`src/rtl/button_event_arbiter.sv`:
```
// ---------------------------------------------------------------------------
// button_event_arbiter
//
// Debounces WIDTH already-synchronized button/switch inputs, turns debounced
// press edges (and, optionally, release edges) into events, and schedules
// them round-robin onto one valid/ready event channel. Every event source
// owns one pending bit; an edge that lands on a pending bit that is not being
// granted in the same cycle is lost and counted in drop_cnt.
//
// Parameters:
//   WIDTH          number of inputs (1..16)
//   SAMPLE_CNT_MAX clocks per debounce sample tick (>= 2)
//   PULSE_CNT_MAX  consecutive high ticks needed to assert debounced (1..255)
//
// Ports:
//   clk        sole clock, rising edge
//   rst        synchronous, active-high reset; clears all state and outputs
//   sync_in    synchronized inputs (no synchronizer inside)
//   debounced  debounced level per input
//   ev_valid   event available
//   ev_ready   consumer ready
//   ev_id      index of the input that produced the event
//   ev_fall    1 = release event, 0 = press event
//   drop_cnt   saturating count of events lost to overrun
//
// Optional feature macro: BTN_EVENT_FALL_EN
//   defined   : release edges are queued too (slot 2i = press, 2i+1 = release)
//               and round-robin runs over 2*WIDTH slots
//   undefined : press events only, ev_fall tied to 0, no release logic
//
// Handshake: an event transfers on a rising clk edge where ev_valid && ev_ready.
// While ev_valid && !ev_ready, ev_id and ev_fall hold their values and
// ev_valid stays high; ev_valid only drops after a transfer (or on rst).
// ---------------------------------------------------------------------------
module button_event_arbiter #(
    parameter int WIDTH          = 4,
    parameter int SAMPLE_CNT_MAX = 25000,
    parameter int PULSE_CNT_MAX  = 150
) (
    input  logic                                         clk,
    input  logic                                         rst,
    input  logic [WIDTH-1:0]                             sync_in,
    output logic [WIDTH-1:0]                             debounced,
    output logic                                         ev_valid,
    input  logic                                         ev_ready,
    output logic [((WIDTH > 1) ? $clog2(WIDTH) : 1)-1:0] ev_id,
    output logic                                         ev_fall,
    output logic [7:0]                                   drop_cnt
);

    localparam int IDW = (WIDTH > 1) ? $clog2(WIDTH) : 1;
`ifdef BTN_EVENT_FALL_EN
    localparam int NSLOT = 2 * WIDTH;
`else
    localparam int NSLOT = WIDTH;
`endif
    localparam int PW = (NSLOT > 1) ? $clog2(NSLOT) : 1;
    localparam int SW = $clog2(SAMPLE_CNT_MAX);

    localparam logic [SW-1:0] SAMPLE_LAST = SW'(SAMPLE_CNT_MAX - 1);
    localparam logic [7:0]    PULSE_MAX   = 8'(PULSE_CNT_MAX);
    localparam logic [PW-1:0] SLOT_LAST   = PW'(NSLOT - 1);

    logic [SW-1:0]    sample_cnt;
    logic             tick;
    logic [7:0]       cnt [WIDTH];
    logic [WIDTH-1:0] prev;
    logic [NSLOT-1:0] pending;
    logic [NSLOT-1:0] pending_next;
    logic [NSLOT-1:0] slot_edge;
    logic [PW-1:0]    rr_ptr;
    logic [PW-1:0]    win;
    logic [PW-1:0]    idx_s;
    logic             found;
    logic             load;
    logic [8:0]       drop_sum;
    logic [7:0]       drop_next;
    int               idx;

    // -----------------------------------------------------------------------
    // Shared sample tick
    // -----------------------------------------------------------------------
    assign tick = (sample_cnt == SAMPLE_LAST);

    always_ff @(posedge clk) begin
        if (rst) begin
            sample_cnt <= '0;
        end else if (tick) begin
            sample_cnt <= '0;
        end else begin
            sample_cnt <= sample_cnt + 1'b1;
        end
    end

    // -----------------------------------------------------------------------
    // Per-input debounce counters: count high ticks, clear on a low tick
    // -----------------------------------------------------------------------
    always_ff @(posedge clk) begin
        if (rst) begin
            for (int i = 0; i < WIDTH; i++) begin
                cnt[i] <= '0;
            end
        end else if (tick) begin
            for (int i = 0; i < WIDTH; i++) begin
                if (sync_in[i]) begin
                    if (cnt[i] < PULSE_MAX) begin
                        cnt[i] <= cnt[i] + 8'd1;
                    end
                end else begin
                    cnt[i] <= '0;
                end
            end
        end
    end

    always_comb begin
        debounced = '0;
        for (int i = 0; i < WIDTH; i++) begin
            debounced[i] = (cnt[i] == PULSE_MAX);
        end
    end

    // -----------------------------------------------------------------------
    // Edge detect into event slots
    // -----------------------------------------------------------------------
    always_comb begin
        slot_edge = '0;
        for (int i = 0; i < WIDTH; i++) begin
`ifdef BTN_EVENT_FALL_EN
            slot_edge[2*i]   = debounced[i] & ~prev[i];
            slot_edge[2*i+1] = ~debounced[i] & prev[i];
`else
            slot_edge[i]     = debounced[i] & ~prev[i];
`endif
        end
    end

    // -----------------------------------------------------------------------
    // Round-robin search: first pending slot at or after rr_ptr, wrapping
    // -----------------------------------------------------------------------
    always_comb begin
        found = 1'b0;
        win   = '0;
        idx   = 0;
        idx_s = '0;
        for (int k = 0; k < NSLOT; k++) begin
            idx = int'(rr_ptr) + k;
            if (idx >= NSLOT) begin
                idx = idx - NSLOT;
            end
            idx_s = PW'(idx);
            if (!found && pending[idx_s]) begin
                found = 1'b1;
                win   = idx_s;
            end
        end
    end

    // -----------------------------------------------------------------------
    // Pending bookkeeping and overrun counting. The grant clears its bit
    // first, so an edge arriving on the granted slot re-arms it without a drop.
    // -----------------------------------------------------------------------
    always_comb begin
        load         = ~ev_valid | ev_ready;
        pending_next = pending;
        drop_sum     = {1'b0, drop_cnt};
        if (load && found) begin
            pending_next[win] = 1'b0;
        end
        for (int s = 0; s < NSLOT; s++) begin
            if (slot_edge[s]) begin
                if (pending[s] && !(load && found && (win == PW'(s)))) begin
                    drop_sum = drop_sum + 9'd1;
                end
                pending_next[s] = 1'b1;
            end
        end
        drop_next = (drop_sum > 9'd255) ? 8'd255 : drop_sum[7:0];
    end

    // -----------------------------------------------------------------------
    // Output register
    // -----------------------------------------------------------------------
`ifdef BTN_EVENT_FALL_EN
    logic fall_q;
    assign ev_fall = fall_q;
`else
    assign ev_fall = 1'b0;
`endif

    always_ff @(posedge clk) begin
        if (rst) begin
            prev     <= '0;
            pending  <= '0;
            rr_ptr   <= '0;
            ev_valid <= 1'b0;
            ev_id    <= '0;
            drop_cnt <= '0;
`ifdef BTN_EVENT_FALL_EN
            fall_q   <= 1'b0;
`endif
        end else begin
            prev     <= debounced;
            pending  <= pending_next;
            drop_cnt <= drop_next;
            if (load) begin
                ev_valid <= found;
                if (found) begin
`ifdef BTN_EVENT_FALL_EN
                    ev_id  <= IDW'(win >> 1);
                    fall_q <= win[0];
`else
                    ev_id  <= IDW'(win);
`endif
                    rr_ptr <= (win == SLOT_LAST) ? '0 : win + 1'b1;
                end
            end
        end
    end

endmodule

```
`config.mk`:
```
export PLATFORM = sky130hd
export DESIGN_NAME = button_event_arbiter
export DESIGN_NICKNAME = d
export VERILOG_FILES = /design/src/rtl/button_event_arbiter.sv
export SDC_FILE = /design/constraint.sdc
export NUM_CORES = 1
export LEC_CHECK = 0
export ABC_AREA = 1
export CAP_MARGIN = 5
export CORE_MARGIN = 4
export CORE_UTILIZATION = 57
export CTS_BUF_LIST = sky130_fd_sc_hd__clkbuf_8
export DETAILED_ROUTE_END_ITERATION = 8
export GPL_TIMING_DRIVEN = 0
export PLACE_DENSITY_LB_ADDON = 0.15
export SYNTH_ARGS = -nofsm -noshare
export SYNTH_HDL_FRONTEND = slang
export SYNTH_SLANG_ARGS = --single-unit
```
`constraint.sdc`:
```
create_clock -name clk -period 3.9 [get_ports clk]
set_input_delay 0.78 -clock clk [delete_from_list [all_inputs] [get_ports clk]]
set_output_delay 0.78 -clock clk [all_outputs]
set_load 0.02 [all_outputs]
```
Yosys cells after proc, flatten, opt, wreduce, memory -nomap -nowiden

Memories as Yosys holds them, arrays and structs flattened.
Index checks and enable logic that the tools add are counted.

$add $sub $neg: 17
Reductions and logical operators: 27
Multiplexer cells: 83
Magnitude comparators: 15
Bitwise operators: 20
Equal/unequal tests: 8

Operator list:

| cell                                                                          | count |
|---|---|
| 8-bit two-way mux                                                             | 9 |
| 9-bit two-way mux                                                             | 8 |
| 1-bit two-way mux                                                             | 51 |
| 8-bit by 1-bit adder with 8-bit output (second input constant)                | 4 |
| 8-bit equality test (second input constant)                                   | 4 |
| 8-bit less-than comparator (second input constant)                            | 4 |
| 9-bit by 1-bit adder with 9-bit output (second input constant)                | 3 |
| 2-bit two-way mux                                                             | 9 |
| 15-bit by 1-bit adder with 15-bit output (second input constant)              | 1 |
| 15-bit equality test (second input constant)                                  | 1 |
| 2-bit by 3-bit less-than comparator with 1-bit output (second input constant) | 5 |
| 1-bit logical AND                                                             | 13 |
| 8-bit by 1-bit adder with 9-bit output (second input constant)                | 1 |
| 3-bit >= comparator (second input constant)                                   | 3 |
| 9-bit by 8-bit > comparator with 1-bit output (second input constant)         | 1 |
| 1-bit bitwise OR                                                              | 9 |
| 1-bit binary-select mux with 2-bit select                                     | 4 |
| 2-bit nonzero test                                                            | 4 |
| 2-bit by 1-bit subtractor with 2-bit output (second input constant)           | 4 |
| 1-bit zero test                                                               | 7 |
| 2-bit by 2-bit adder with 3-bit output (second input constant)                | 2 |
| 1-bit NOT                                                                     | 5 |
| 1-bit bitwise AND                                                             | 4 |
| 4-bit bitwise AND                                                             | 1 |
| other kinds (12)                                                              | 13 |

Register bits after elaboration: 36
Memory bits (writable): 32
Bits of input ports: 7
Memories: 1

Memories:

| memory | depth | bits a word | read ports | clocked after Yosys merged registers in | wr ports | line | RTL |
|---|---|---|---|---|---|---|---|
| cnt    | 4     | 8           | 4          | 0                                       | 4        | 66   | `logic [7:0] cnt [WIDTH];` |

Depth between registers and ports, before layout

Gate-level depths: netlist of the first run.

Word-level depth: 31
Mapped depth: 33
Mapped depth without buffers: 33

Least setup slack after synthesis of the first run

Ideal clock, no wire load.

Path kind: register -> register
Start point: register rr_ptr[0]
End point: register drop_cnt[6]
Cell stages (with the launch flop): 33
Slack: -0.060 ns
Setup time: 0.127 ns
Data required time: 3.773 ns
Arrival time: 3.834 ns
Path buffers: 2
Cells stage by stage: dfxtp_1 > buf_2 > nand2_1 > nand2_2 > nand2_1 > nand2_1 > nor2_4 > nand2_1 > o221ai_1 > a21oi_1 > ha_1 > nand3_4 > buf_8 > nand4_2 > nand2_2 > ha_1 > or2_1 > nand2_1 > inv_1 > ha_1 > inv_1 > nand2_1 > a21boi_2 > ha_1 > inv_1 > nor2_1 > nand2_1 > nor2_2 > nand3_1 > nand3_1 > nand2_1 > nor2_1 > nor2_2

Longest elaborated chain between the ends: 31
Elaborated cells on any way between the ends: 67

RTL lines:

| element                                                                                         | line | RTL |
|---|---|---|
| start, declared                                                                                 | 71   | `logic [PW-1:0] rr_ptr;` |
| start signal, assigned                                                                          | 215  | `rr_ptr <= (win == SLOT_LAST) ? '0 : win + 1'b1;` |
| parallel branches: the longest is 28 deep, another holds 2-bit by 1-bit adder with 3-bit output | -    |  |
| 9-bit two-way mux (*)                                                                           | 171  | `if (slot_edge[s]) begin` |
| 9-bit by 8-bit > comparator with 1-bit output                                                   | 178  | `drop_next = (drop_sum > 9'd255) ? 8'd255 : drop_sum[7:0];` |
| 8-bit two-way mux (*)                                                                           | 178  |  |
| end signal, assigned                                                                            | 205  | `drop_cnt <= drop_next;` |
| end, declared                                                                                   | 48   | `output logic [7:0] drop_cnt` |

Every way passes the cells marked *. The select of a mux whose other input is x is not followed.
A chain may end at the register's enable or synchronous reset.

Worst setup path in the final report of the first run

Start point: register rr_ptr[0]
End point: register drop_cnt[4]

The elaborated chain is that of the path after synthesis.

==> impl_metrics.ini, run 1 <==
[global_route]
grt_pass1_vias = 4106
grt_max_degree = 13
grt_usage_pct = 21.3
antenna_found_initial = 0
grt.overflow.total = 0
grt_pass1_wl_um = 17000

[sta]
hold_viol = 0
slew_headroom_pct = 47.1
rsz0062_at_grt = true
fin_ws_ps = -60.3
period_minus_slack_ps = 3960
fmax_mhz = 253
skew_ps = 13.7
timing.setup.tns_ps = -298
fin_crit_sh_pct = 102
worst_pin_slew_ps = 794
hold_ws_ps = 451
drv_slew = 0
setup_violations = 6

[detailed_routing]
finalWirelength_um = 9880
drc = 0
routedWlPerCell_um = 12.3
highest-signal-layer = met4
firstDrtPassIters = 4
met2_length_um = 4990
ant_nets = 0
wl_met3_um = 300
wl_met1_um = 4330
viasPerCell = 5.19
vias = 4171
drt_iter0_markers = 154

[die]
row_count = 32
die_area_sq_um = 9460
die_y_um = 97.3
initial_core_util_pct = 58.8
io_pins = 23
chipWidth_um = 97.3
core_sq_um = 7730

[critical_path]
cp.arrival_ps = 4260
crit_path_max_fanout = 5
cp-start-kind = flip-flop
critPathMaxStageDelay_ps = 370
reg2reg_from = rr_ptr[0]
worstSetupPathType = flip-flop to flip-flop
end_kind = flip-flop
cp.required_ps = 4200
cpMaxStageDelayCell = dfxtp_4
crit_start = rr_ptr[0]

[place]
dpl.cell_count = 762
place.gp.congestion = 0.855
dpl_cell_area_sq_um = 4890
dp.final_hpwl_um = 7090
io_buffers = 21

[yosys]
async_flop_share_pct = 0
syn_nets = 663
synth_edf_count = 32
ys_seq_area_share_pct = 37.0
netlist.area_leader.share_pct = 21.2
ys_ff_latch = 68
netlist_area_sq_um = 4540
ys.warnings.count = 0
yosys.area.top_type = edfxtp_1
ys_dominant_reg_cell = dfxtp_1
yosysUniqueCellTypes = 46
ys_top_cells_by_area = edfxtp_1, dfxtp_1, nand2_1, inv_1, nor2_1
netlist_instances = 639
syn_avg_cell_area_sq_um = 7.11

[power]
power_leakage_uw = 0.00227
peakVddDrop_mv = 0.223
finalPower_uw = 1830
p_per_area_nw_per_um2 = 332

[flow_run]
max-cap-violations = 0

[clock_tree]
clockBufferDepth = 2
h-tree-depth = 3
cts_made_buffers = 9
cts_tree = built
clk_pin_slew_ps = 80
clock-sinks = 68
cts_root_buf = clkbuf_8
insertion_delay_ps = 350
holdBufCountCts = 0

[final_layout]
final_nets = 721
diodes = 0
fin_area_sq_um = 5510
n_fill_cell = 627
final_cell_mix = nand2_1, inv_1, nor2_1
drive_gt1_share_pct = 20.7
final_common_cell = nand2_1
stdcell_count = 804
syn_to_final_growth_pct = 21.3

[min_path]
hold_path_class = flip-flop to flip-flop
min_from = sample_cnt[0]

[status]
violations = setup timing
status = finished with violations
-- synthesized netlist by cell type (3+ instances only) --
cell	number
dfxtp_1	36
nand3b_1	3
nand2_2	14
nor2_1	82
clkbuf_1	4
inv_2	7
nand2_1	145
or2_2	4
edfxtp_1	32
nor3_1	14
nor4_1	5
nand4_1	16
xor2_1	13
nand3_2	3
inv_1	98
o21ai_1	6
o21ai_0	17
nor2_2	8
nor2_4	4
a21oi_1	29
ha_1	17
xnor2_1	3
nor3b_1	7
nand3_1	45
-- where the power goes --
part	leakage (uW)	switching [uW]	internal (uW)
logic	0.00153	211	165
clock network	0.000119	272	373
registers	0.000622	30.1	778
-- cell type report --
class	instances	area, sq um	share of cell area (%)
clock inverters	6	81.3	1.48
well taps	102	128	2.32
flip-flops and latches	68	1690	30.7
repair buffers	47	409	7.42
plain buffers	8	53.8	0.976
clock buffers	10	138	2.50
inverters	106	404	7.33
multi-input cells	457	2610	47.3
-- registers in the layout, indices dropped and copies added (netlist names) --
name / cells
prev: 4
cnt: 32
sample_cnt: 15
rr_ptr: 2
pending: 4
ev_id: 2
drop_cnt: 8
ev_valid: 1
-- repair_timing --
action | CTS | global route
gates resized for setup | 36 | 26
cloned | 1 | 0
setup buffers | 17 | 8
setup endpoints to repair | 8 | 8
pin swaps | 31 | 27
-- critical path, delay by kind of cell, from the launching register on --
family / cells / cell delay [ps]
simple gates: 11 / 1060
fa+ha+maj: 4 / 880
compound gates: 6 / 770
buf+inv: 8 / 650
flops: 1 / 370
xor+xnor: 1 / 170
-- path summary, 6_finish.rpt --
check,endpoint,slack [ps],cells past startpoint
setup reg to reg,drop_cnt[4],-60,30
hold reg to reg,sample_cnt[0],450,1
hold / removal,sample_cnt[0],450,1
setup / recovery,drop_cnt[4],-60,30
-- per-layer routing --
layer	vias to the layer above	track usage [%]
li1	2190	-
met1	1883	24.7
met2	73	38.2
met3	25	3.37
met4	0	10.1
met5	-	0
-- logic make-up (layout without fill, tap and decap cells) --
| family | Yosys count | after routing | synth area share (%) |
|---|---|---|---|
| and+or+nand+nor | 360 | 360 | 37.6 |
| AOI/OAI and AO/OA | 63 | 63 | 7.69 |
| buffers and inverters | 114 | 177 | 9.83 |
| DFF | 68 | 68 | 37.0 |
| adders and majority gates | 17 | 17 | 4.68 |
| other | 1 | 1 | 0.0826 |
| xor gates and xnor gates | 16 | 16 | 3.09 |
-- through the flow --
stage / setup WS, ps / util (%)
after floorplan: 17.0 / -
after global placement: -357 / 63.3
after detailed placement: -496 / 63.3
after CTS: -36.2 / 69.3
after global routing: -336 / 71.3
final: -60.3 / 71.3
Power figures use the tool's default switching activity.
==> run 2: changes to the inputs <==
--- a/config.mk
+++ b/config.mk
@@ -12,7 +12,7 @@
 export CTS_BUF_LIST = sky130_fd_sc_hd__clkbuf_8
 export DETAILED_ROUTE_END_ITERATION = 8
 export GPL_TIMING_DRIVEN = 0
-export PLACE_DENSITY_LB_ADDON = 0.15
+export PLACE_DENSITY = 0.76
 export SYNTH_ARGS = -nofsm -noshare
 export SYNTH_HDL_FRONTEND = slang
 export SYNTH_SLANG_ARGS = --single-unit
==> impl_metrics.ini, run 2 (synthesized netlist as in run 1, its figures left out) <==
[status]
status = finished with violations
violations = setup timing

[die]
die_area_sq_um = 9460
io_pins = 23
initial_core_util_pct = 58.8
chipWidth_um = 97.3
core_sq_um = 7730
row_count = 32
die_y_um = 97.3

[critical_path]
end_kind = flip-flop
path_buf_inv = 6
rrSetupSlack_ps = -130
worstSetupPathType = flip-flop to flip-flop
crit_path_max_fanout = 5
crit_top_cell = nand2_2
cp_top_family = simple AND/OR/NAND/NOR gates
cp.arrival_ps = 4330
cp-start-kind = flip-flop
critPathMaxStageDelay_ps = 370
cpMaxStageDelayCell = dfxtp_4
cp.required_ps = 4200

[final_layout]
final_common_cell = nand2_1
diodes = 0
largest_register_ffs = 32
syn_to_final_growth_pct = 23.4
stdcell_count = 811
drive_gt1_share_pct = 21.4
final_nets = 728
final_cell_mix = nand2_1, inv_1, nor2_1
regMostFlops = cnt
reg.largest.list = cnt x32, sample_cnt x15, drop_cnt x8

[sta]
skew_ps = 10.4
drv_slew = 0
fin_ws_ps = -133
setup_violations = 8
fmax_mhz = 248
fin_crit_sh_pct = 103
rsz0062_at_grt = true
hold_viol = 0
worst_pin_slew_ps = 812
period_minus_slack_ps = 4030
slew_headroom_pct = 45.8

[power]
peakVddDrop_mv = 0.232
finalPower_uw = 2020
p_per_area_nw_per_um2 = 360
power_leakage_uw = 0.00234

[detailed_routing]
finalWirelength_um = 10500
drt_iter0_markers = 188
ant_nets = 0
routedWlPerCell_um = 13.0
viasPerCell = 5.30
firstDrtPassIters = 7
vias = 4302
drc = 0

[place]
io_buffers = 21
place.gp.congestion = 0.854
dpl.cell_count = 762
dp.final_hpwl_um = 7040

[flow_run]
max-cap-violations = 0

[clock_tree]
cts_root_buf = clkbuf_8
clk_pin_slew_ps = 80
insertion_delay_ps = 350
h-tree-depth = 3
cts_tree = built
clockBufferDepth = 2
clock-sinks = 68
cts_made_buffers = 9

[global_route]
grt_pass1_vias = 3969
grt_max_degree = 14
grt_pass1_wl_um = 17000
grt.overflow.total = 0
antenna_found_initial = 0
grt_usage_pct = 21.3

[min_path]
hold_path_class = flip-flop to flip-flop
-- run 2: timing repair --
action | in CTS | in global routing
gates cloned | 1 | 0
endpoints found under the setup margin | 8 | 8
resized for setup | 33 | 28
buffers inserted | 20 | 12
hold buffers | 0 | 0
pin swaps | 28 | 23
-- run 2: where the power goes --
group / total [uW] / internal, uW / switching (uW) / leakage [uW]
registers: 809 / 778 / 31.4 / 0.000623
logic: 422 / 193 / 229 / 0.00158
clock network: 787 / 494 / 293 / 0.000134
-- run 2: routing by layer --
layer | part of all wire, % | vias to the layer above | routed length [um] | global-route usage [%]
met5 | 0 | - | 0 | 0
met4 | 2.8 | 0 | 290 | 7.88
met3 | 3.4 | 31 | 359 | 2.94
met2 | 51 | 96 | 5370 | 38.2
met1 | 43 | 1979 | 4490 | 25.8
li1 | - | 2196 | - | -
-- run 2: metrics by stage --
stage,hold slack (ps),setup WS [ps],utilization (%),TNS [ps],instance area (sq um)
2_1_floorplan,418,17.0,-,0,4550
3_3_place_gp,429,-341,63.3,-2420,4890
3_5_place_dp,453,-441,63.3,-3230,4890
4_1_cts,461,-51.7,70.1,-51.7,5420
5_1_grt,484,-426,72.5,-3220,5600
6_report,455,-133,72.5,-901,5600
-- run 2: worst paths after layout --
| kind | start | to | cells after the start |
|---|---|---|---|
| hold / removal | sample_cnt[0] | sample_cnt[0] | 1 |
| setup reg to reg | rr_ptr[0] | drop_cnt[6] | 32 |
| hold reg to reg | sample_cnt[0] | sample_cnt[0] | 1 |
| setup / recovery | rr_ptr[0] | drop_cnt[6] | 32 |
-- run 2: cell type report --
| type | count | area (sq um) |
|---|---|---|
| clock inverter | 7 | 146 |
| buffer | 8 | 53.8 |
| inverter | 106 | 404 |
| timing repair buffer | 54 | 462 |
| clock buffer | 9 | 124 |
| sequential | 68 | 1690 |
| tap | 102 | 128 |
| fill | 606 | 2120 |
| multi-input combinational | 457 | 2590 |
-- run 2: worst reg2reg max path, delay by kind of cell (launching register included) --
kind                       cells  cell delay (ps)
adders and majority gates      4              850
buffers and inverters          6              500
DFF                            1              370
and+or+nand+nor               19             1860
AOI/OAI and AO/OA              3              420
